<file path="src/rtl/pipe_stage_hs_reg.sv">
// Pipeline stage register with valid/ready handshake, flush, bubble-forced control and a
// saturating stall counter. Define PIPE_STAGE_SKID_EN for a two-entry skid variant.
module pipe_stage_hs_reg #(
  parameter int unsigned       DATA_W      = 128,
  parameter int unsigned       CTRL_W      = 12,
  parameter logic [CTRL_W-1:0] CTRL_BUBBLE = '0,
  parameter int unsigned       CNT_W       = 16
) (
  input  logic              clk,
  input  logic              clr,
  input  logic              in_valid,
  output logic              in_ready,
  input  logic [CTRL_W-1:0] in_ctrl,
  input  logic [DATA_W-1:0] in_data,
  input  logic              flush,
  output logic              out_valid,
  input  logic              out_ready,
  output logic [CTRL_W-1:0] out_ctrl,
  output logic [DATA_W-1:0] out_data,
  output logic [CNT_W-1:0]  stall_cnt
);

  logic              accept;
  logic              release_beat;
  logic              main_valid_q, main_valid_d;
  logic [CTRL_W-1:0] main_ctrl_q, main_ctrl_d;
  logic [DATA_W-1:0] main_data_q, main_data_d;
  logic [CNT_W-1:0]  stall_q, stall_d;

  assign accept       = in_valid & in_ready;
  assign release_beat = main_valid_q & out_ready;

  always_comb begin
    stall_d = stall_q;
    if (main_valid_q && !out_ready && (stall_q != {CNT_W{1'b1}})) begin
      stall_d = stall_q + CNT_W'(1);
    end
  end

  always_ff @(posedge clk) begin
    if (clr) begin
      stall_q <= '0;
    end else begin
      stall_q <= stall_d;
    end
  end

`ifdef PIPE_STAGE_SKID_EN
  logic              skid_valid_q, skid_valid_d;
  logic [CTRL_W-1:0] skid_ctrl_q, skid_ctrl_d;
  logic [DATA_W-1:0] skid_data_q, skid_data_d;
  logic              ready_q;

  // Registered ready breaks the out_ready -> in_ready combinational path.
  assign in_ready = ready_q;

  always_comb begin
    main_valid_d = main_valid_q;
    main_ctrl_d  = main_ctrl_q;
    main_data_d  = main_data_q;
    skid_valid_d = skid_valid_q;
    skid_ctrl_d  = skid_ctrl_q;
    skid_data_d  = skid_data_q;
    if (release_beat) begin
      if (skid_valid_q) begin
        main_valid_d = 1'b1;
        main_ctrl_d  = skid_ctrl_q;
        main_data_d  = skid_data_q;
        skid_valid_d = accept;
        if (accept) begin
          skid_ctrl_d = in_ctrl;
          skid_data_d = in_data;
        end
      end else begin
        main_valid_d = accept;
        if (accept) begin
          main_ctrl_d = in_ctrl;
          main_data_d = in_data;
        end
      end
    end else if (accept) begin
      if (main_valid_q) begin
        skid_valid_d = 1'b1;
        skid_ctrl_d  = in_ctrl;
        skid_data_d  = in_data;
      end else begin
        main_valid_d = 1'b1;
        main_ctrl_d  = in_ctrl;
        main_data_d  = in_data;
      end
    end
    if (flush) begin
      main_valid_d = 1'b0;
      skid_valid_d = 1'b0;
    end
  end

  always_ff @(posedge clk) begin
    if (clr) begin
      main_valid_q <= 1'b0;
      main_ctrl_q  <= CTRL_BUBBLE;
      main_data_q  <= '0;
      skid_valid_q <= 1'b0;
      skid_ctrl_q  <= CTRL_BUBBLE;
      skid_data_q  <= '0;
      ready_q      <= 1'b1;
    end else begin
      main_valid_q <= main_valid_d;
      main_ctrl_q  <= main_ctrl_d;
      main_data_q  <= main_data_d;
      skid_valid_q <= skid_valid_d;
      skid_ctrl_q  <= skid_ctrl_d;
      skid_data_q  <= skid_data_d;
      ready_q      <= ~skid_valid_d;
    end
  end
`else
  assign in_ready = ~main_valid_q | out_ready;

  always_comb begin
    main_valid_d = main_valid_q;
    main_ctrl_d  = main_ctrl_q;
    main_data_d  = main_data_q;
    if (accept) begin
      main_valid_d = 1'b1;
      main_ctrl_d  = in_ctrl;
      main_data_d  = in_data;
    end else if (release_beat) begin
      main_valid_d = 1'b0;
    end
    if (flush) begin
      main_valid_d = 1'b0;
    end
  end

  always_ff @(posedge clk) begin
    if (clr) begin
      main_valid_q <= 1'b0;
      main_ctrl_q  <= CTRL_BUBBLE;
      main_data_q  <= '0;
    end else begin
      main_valid_q <= main_valid_d;
      main_ctrl_q  <= main_ctrl_d;
      main_data_q  <= main_data_d;
    end
  end
`endif

  assign out_valid = main_valid_q;
  assign out_ctrl  = main_valid_q ? main_ctrl_q : CTRL_BUBBLE;
  assign out_data  = main_data_q;
  assign stall_cnt = stall_q;

endmodule

</file>
<file path="config.mk">
export PLATFORM = sky130hd
export DESIGN_NAME = pipe_stage_hs_reg
export DESIGN_NICKNAME = d
export VERILOG_FILES = /design/src/rtl/pipe_stage_hs_reg.sv
export SDC_FILE = /design/constraint.sdc
export NUM_CORES = 1
export LEC_CHECK = 0
export CAP_MARGIN = 20
export CORE_AREA = 2 2 117 119
export DETAILED_ROUTE_END_ITERATION = 6
export DIE_AREA = 0 0 119 121
export DONT_BUFFER_PORTS = 1
export HOLD_SLACK_MARGIN = 0.12
export PLACE_DENSITY = 0.68
export SLEW_MARGIN = 30
export SYNTH_ARGS = -nofsm -noshare
export SYNTH_HDL_FRONTEND = slang
export SYNTH_SLANG_ARGS = --single-unit
</file>
<file path="constraint.sdc">
create_clock -name clk -period 2.2 [get_ports clk]
set_input_delay 0.44 -clock clk [delete_from_list [all_inputs] [get_ports clk]]
set_output_delay 0.44 -clock clk [all_outputs]
set_load 0.02 [all_outputs]
</file>
Word level (Yosys, flattened, before mapping) --
Cells that the tools add are included.
Storage, ports and cells: register bits 157, input port bits 145
Operators by class: add/sub/neg operators 1, equality and inequality tests 1, muxes and demuxes 3, bitwise operators 4, reduce and logical (&&, ||, !) cells 5
Operators with widths (count):
- $add 16x1->16 const B | 1
- $ne 16x16->1 const B | 1
- $mux 12 | 1
- $and 1x1->1 | 2
- $logic_and 1x1->1 | 2
- $mux 1 | 2
- $reduce_bool 2->1 | 1
- $reduce_or 2->1 | 1
- $logic_not 1->1 | 1
- $not 1->1 | 1
- $or 1x1->1 | 1

Longest topological paths before layout --
word-level depth 4, depth in mapped cells 8

Worst setup path before layout --
Ideal clock, no wire load.
path type flip-flop to flip-flop, start point register main_valid_q, in the netlist out_valid, end point register stall_q[13], in the netlist stall_cnt[13], library setup time 0.123 ns, arrival time 1.983 ns, data required time 2.077 ns, slack 0.094 ns, cell stages (with the launch flop) 7, buffers on the path 1, period minus slack after synthesis 2.106 ns, cell sequence dfxtp_1 > and2b_2 > inv_2 > or4_1 > clkbuf_1 > nor4b_1 > mux2_1
On the way: cells in the longest elaborated chain, start to end 2
RTL lines:
- start, declared | line 25 | logic main_valid_q, main_valid_d;
- start signal, assigned | line 142 | main_valid_q <= main_valid_d;
- $logic_and 1x1->1 (2 in a row) | line 35 | if (main_valid_q && !out_ready && (stall_q != {CNT_W{1'b1}})) begin
- end signal, assigned | line 44 | stall_q <= stall_d;
- end, declared | line 28 | logic [CNT_W-1:0] stall_q, stall_d;
Every way passes these cells. A chain may end at the register's enable or synchronous reset.

Worst setup path after layout --
start point register stall_q[13], in the netlist stall_cnt[13], end point register stall_q[8], in the netlist stall_cnt[8]
On the way: cells in the longest elaborated chain, start to end 2
RTL lines (line):
- $ne 16x16->1 | 35
- $logic_and 1x1->1 | 35
Every way passes these cells.

==> summary.md <==
| Metric | Value |
|---|---|
| Layout area overhead | 26.97% |
| Post-synthesis sequential area ratio | 55.58% |
| Post-synth top area cell | dfxtp_1 |
| Post-synth top cells | 286 x nand2_1, 157 x dfxtp_1, 148 x a21oi_1, 48 x clkbuf_1, 13 x and2_1 |
| Fin worst setup slack | 0.08702 ns |
| CTS H-tree lvls | 4 |
| Critical path startpoint category | flip-flop |
| Setup Skew | 0.005295 ns |
| Port-buffer cells | 0 |
| Actual slew at the worst max-slew pin | 0.5557 ns |
| Final Critical Period | 2.113 ns |
| Ys async rst share | 0% |
| Power Total | 0.006726 W |
| Initial Util | 43.22% |
| Worst endpoint required time | 2.50 ns |
| Max cap viols | 0 |
| Placed insts | 867 |
| Sw Share | 24.66% |
| GRT Util Overall | 22.02% |
| Max-slew violation count | 0 |
| Die Width | 119 um |
| P_int | 0.005067 W |
| Clock root buffer | clkbuf_16 |
| DRT Wirelength | 16770 um |
| Post-layout util | 54.88% |
| Clk_lat worst skew | 0.42 ns |
| Lkg Pwr | 2.876 nW |
| Syn Nets | 868 |
| Initial antenna violation count | 0 |
| Synth Cell Area | 5655 um^2 |
| Fin. Hold Viols | 0 |
| Ratio of cells with drive above 1 in the final layout | 7.939% |
| TritonCTS sink count | 157 |
| Fmax | 473.3 MHz |
| Setup CP Type | reg2reg |
| Clock-pin slew on the worst setup and hold paths | 0.06 ns |
| Post-Syn Instances | 722 |
| CP max FO | 6 |
| Vias in the first global route | 4931 |
| Fin Hold WS | 0.1513 ns |
| Flop pwr share | 48.5% |
| Yosys top cell area share | 55.58% |
| Vias | 5130 |
| CP arrival | 2.41 ns |
| Fillers | 1178 |
| I/O pins | 303 |
| Ys Warns | 0 |
| Main synth FF type | dfxtp_1 |
| Number of DRC markers in iteration 0 | 275 |
| Reg area | 3143 um^2 |
| Core Area | 13090 um^2 |
| Most instantiated library cell after synthesis | nand2_1 |
| Post-DR wirelength/cell | 17.52 um |
| Antenna cells | 0 |
| Pwr dens | 936.6 nW/um^2 |
| Comb pwr share | 6.9% |
| DP Worst Slack | 0.06165 ns |
| Area contributors post-synth | dfxtp_1 56%, nand2_1 19%, a21oi_1 13%, clkbuf_1 3.2%, and2_1 1.4% |
| Die H | 121 um |
| Antenna Nets Post-Route | 0 |
| Post-synth EDFFs | 0 |
| Final Non-Filler Cells | 957 |
| Rows | 42 |
| CTS Buf Count | 17 |
| Slew margin rel. | 62.83% |
| DRT Pass-1 Iters | 5 |
| First-pass GRT wire length | 24980 um |
| Fin crit share | 96.04% |
| Avg Inst Size Synth | 7.833 um^2 |
| Synth cell types | 34 |
| Vias/cell | 5.361 |
| # DRC | 0 |
| CTS Buffer Depth | 2 |
| Largest net degree at the start of global routing | 92 |
| CTS tree | built |
| Status | finished, final reports clean |
| Gp weighted congestion | 0.8259 |
| Final setup vio count | 0 |
| Post-DP HPWL | 10270 um |
| Die area | 14400 um^2 |
| VDD IR max | 0.5385 mV |
| Grt ovf | 0 |
| Clock power share | 44.6% |
| CP Capture Type | flip-flop |
| Multi-input gate area | 2323 um^2 |
| Worst Hold Class | in2reg |
| Nets | 916 |
| Switching power | 0.001658 W |
| Synth Register Bits | 157 |
==> critical path, stage by stage (launching register included) <==
cell           delay, ns
dfxtp_1             0.55
nand4_1             0.33
o2111ai_2           0.36
xor2_1              0.17
nor2_1              0.05
dlygate4sd3_1       0.54
==> per-layer routing <==
layer,wire [um],global-route usage [%]
met1,6351,23.82
met5,0,0
met2,8646,39.58
met3,1481,8.600
met4,289,6.845
==> final cells by class <==
class                      count  share of cell area (%)
clock inverter                 9                   1.882
inverter                       3                  0.1568
sequential                   157                   43.77
clock buffer                  21                   6.552
multi-input combinational    509                   32.36
tap                          176                   3.067
timing repair buffer          82                   12.21
==> final timing paths <==
check,from,endpoint,slack [ns],cells after the start
max,stall_cnt[13],stall_cnt[8],0.09,5
min,in_data[86],out_data[86],0.15,2
max reg2reg,stall_cnt[13],stall_cnt[8],0.09,5
min reg2reg,main_ctrl_q[4],main_ctrl_q[4],0.46,2
==> flip-flops by register name, summed over array words and instances, names as in the netlist <==
signal and cells:
out_data 128, out_valid 1, main_ctrl_q 12, stall_cnt 16
==> power groups by stage <==
stage               combinational (W)  sequential, W  clock [W]
floorplan                    0.000287        0.00329          0
global placement             0.000302        0.00332          0
detailed placement           0.000322        0.00333          0
CTS                          0.000432        0.00326    0.00304
global route                 0.000521        0.00328    0.00317
finish                       0.000463        0.00326    0.00300
==> kinds of logic (layout without fill, tap and decap cells) <==
kind of cell | count (synthesis) | in the layout | synth area share (%)
and+or+nand+nor | 341 | 341 | 24.82
adders and majority gates | 1 | 1 | 0.2212
AOI/OAI and AO/OA | 163 | 163 | 14.91
xor gates and xnor gates | 1 | 1 | 0.1549
DFF | 157 | 157 | 55.58
muxes | 3 | 3 | 0.5973
buffers and inverters | 56 | 115 | 3.717
==> what timing repair did <==
action / in CTS / in global routing
buffers inserted: 0 / 2
hold endpoints to repair: 144 / 0
resized for setup: 0 / 5
hold buffers: 56 / 0
endpoints found under the setup margin: 0 / 52
==> through the flow <==
step / area (um^2) / setup TNS (ns)
2_1_floorplan: 5655 / 0
3_3_place_gp: 5902 / 0
3_5_place_dp: 5902 / 0
4_1_cts: 7086 / 0
5_1_grt: 7181 / -0.01936
6_report: 7181 / 0
==> layout by cell type (no fill, tap or decap), drive strengths merged, types with 4 or more instances in the layout <==
cell / count
a21oi: 148
and2: 13
buf: 25
clkbuf: 23
dfxtp: 157
dlygate4sd3: 55
inv: 5
nand2: 286
nand4: 5
nor2: 7
nor3: 4
nor4: 4
o21ai: 5
or3: 6
(Power assumes the default switching activity.)
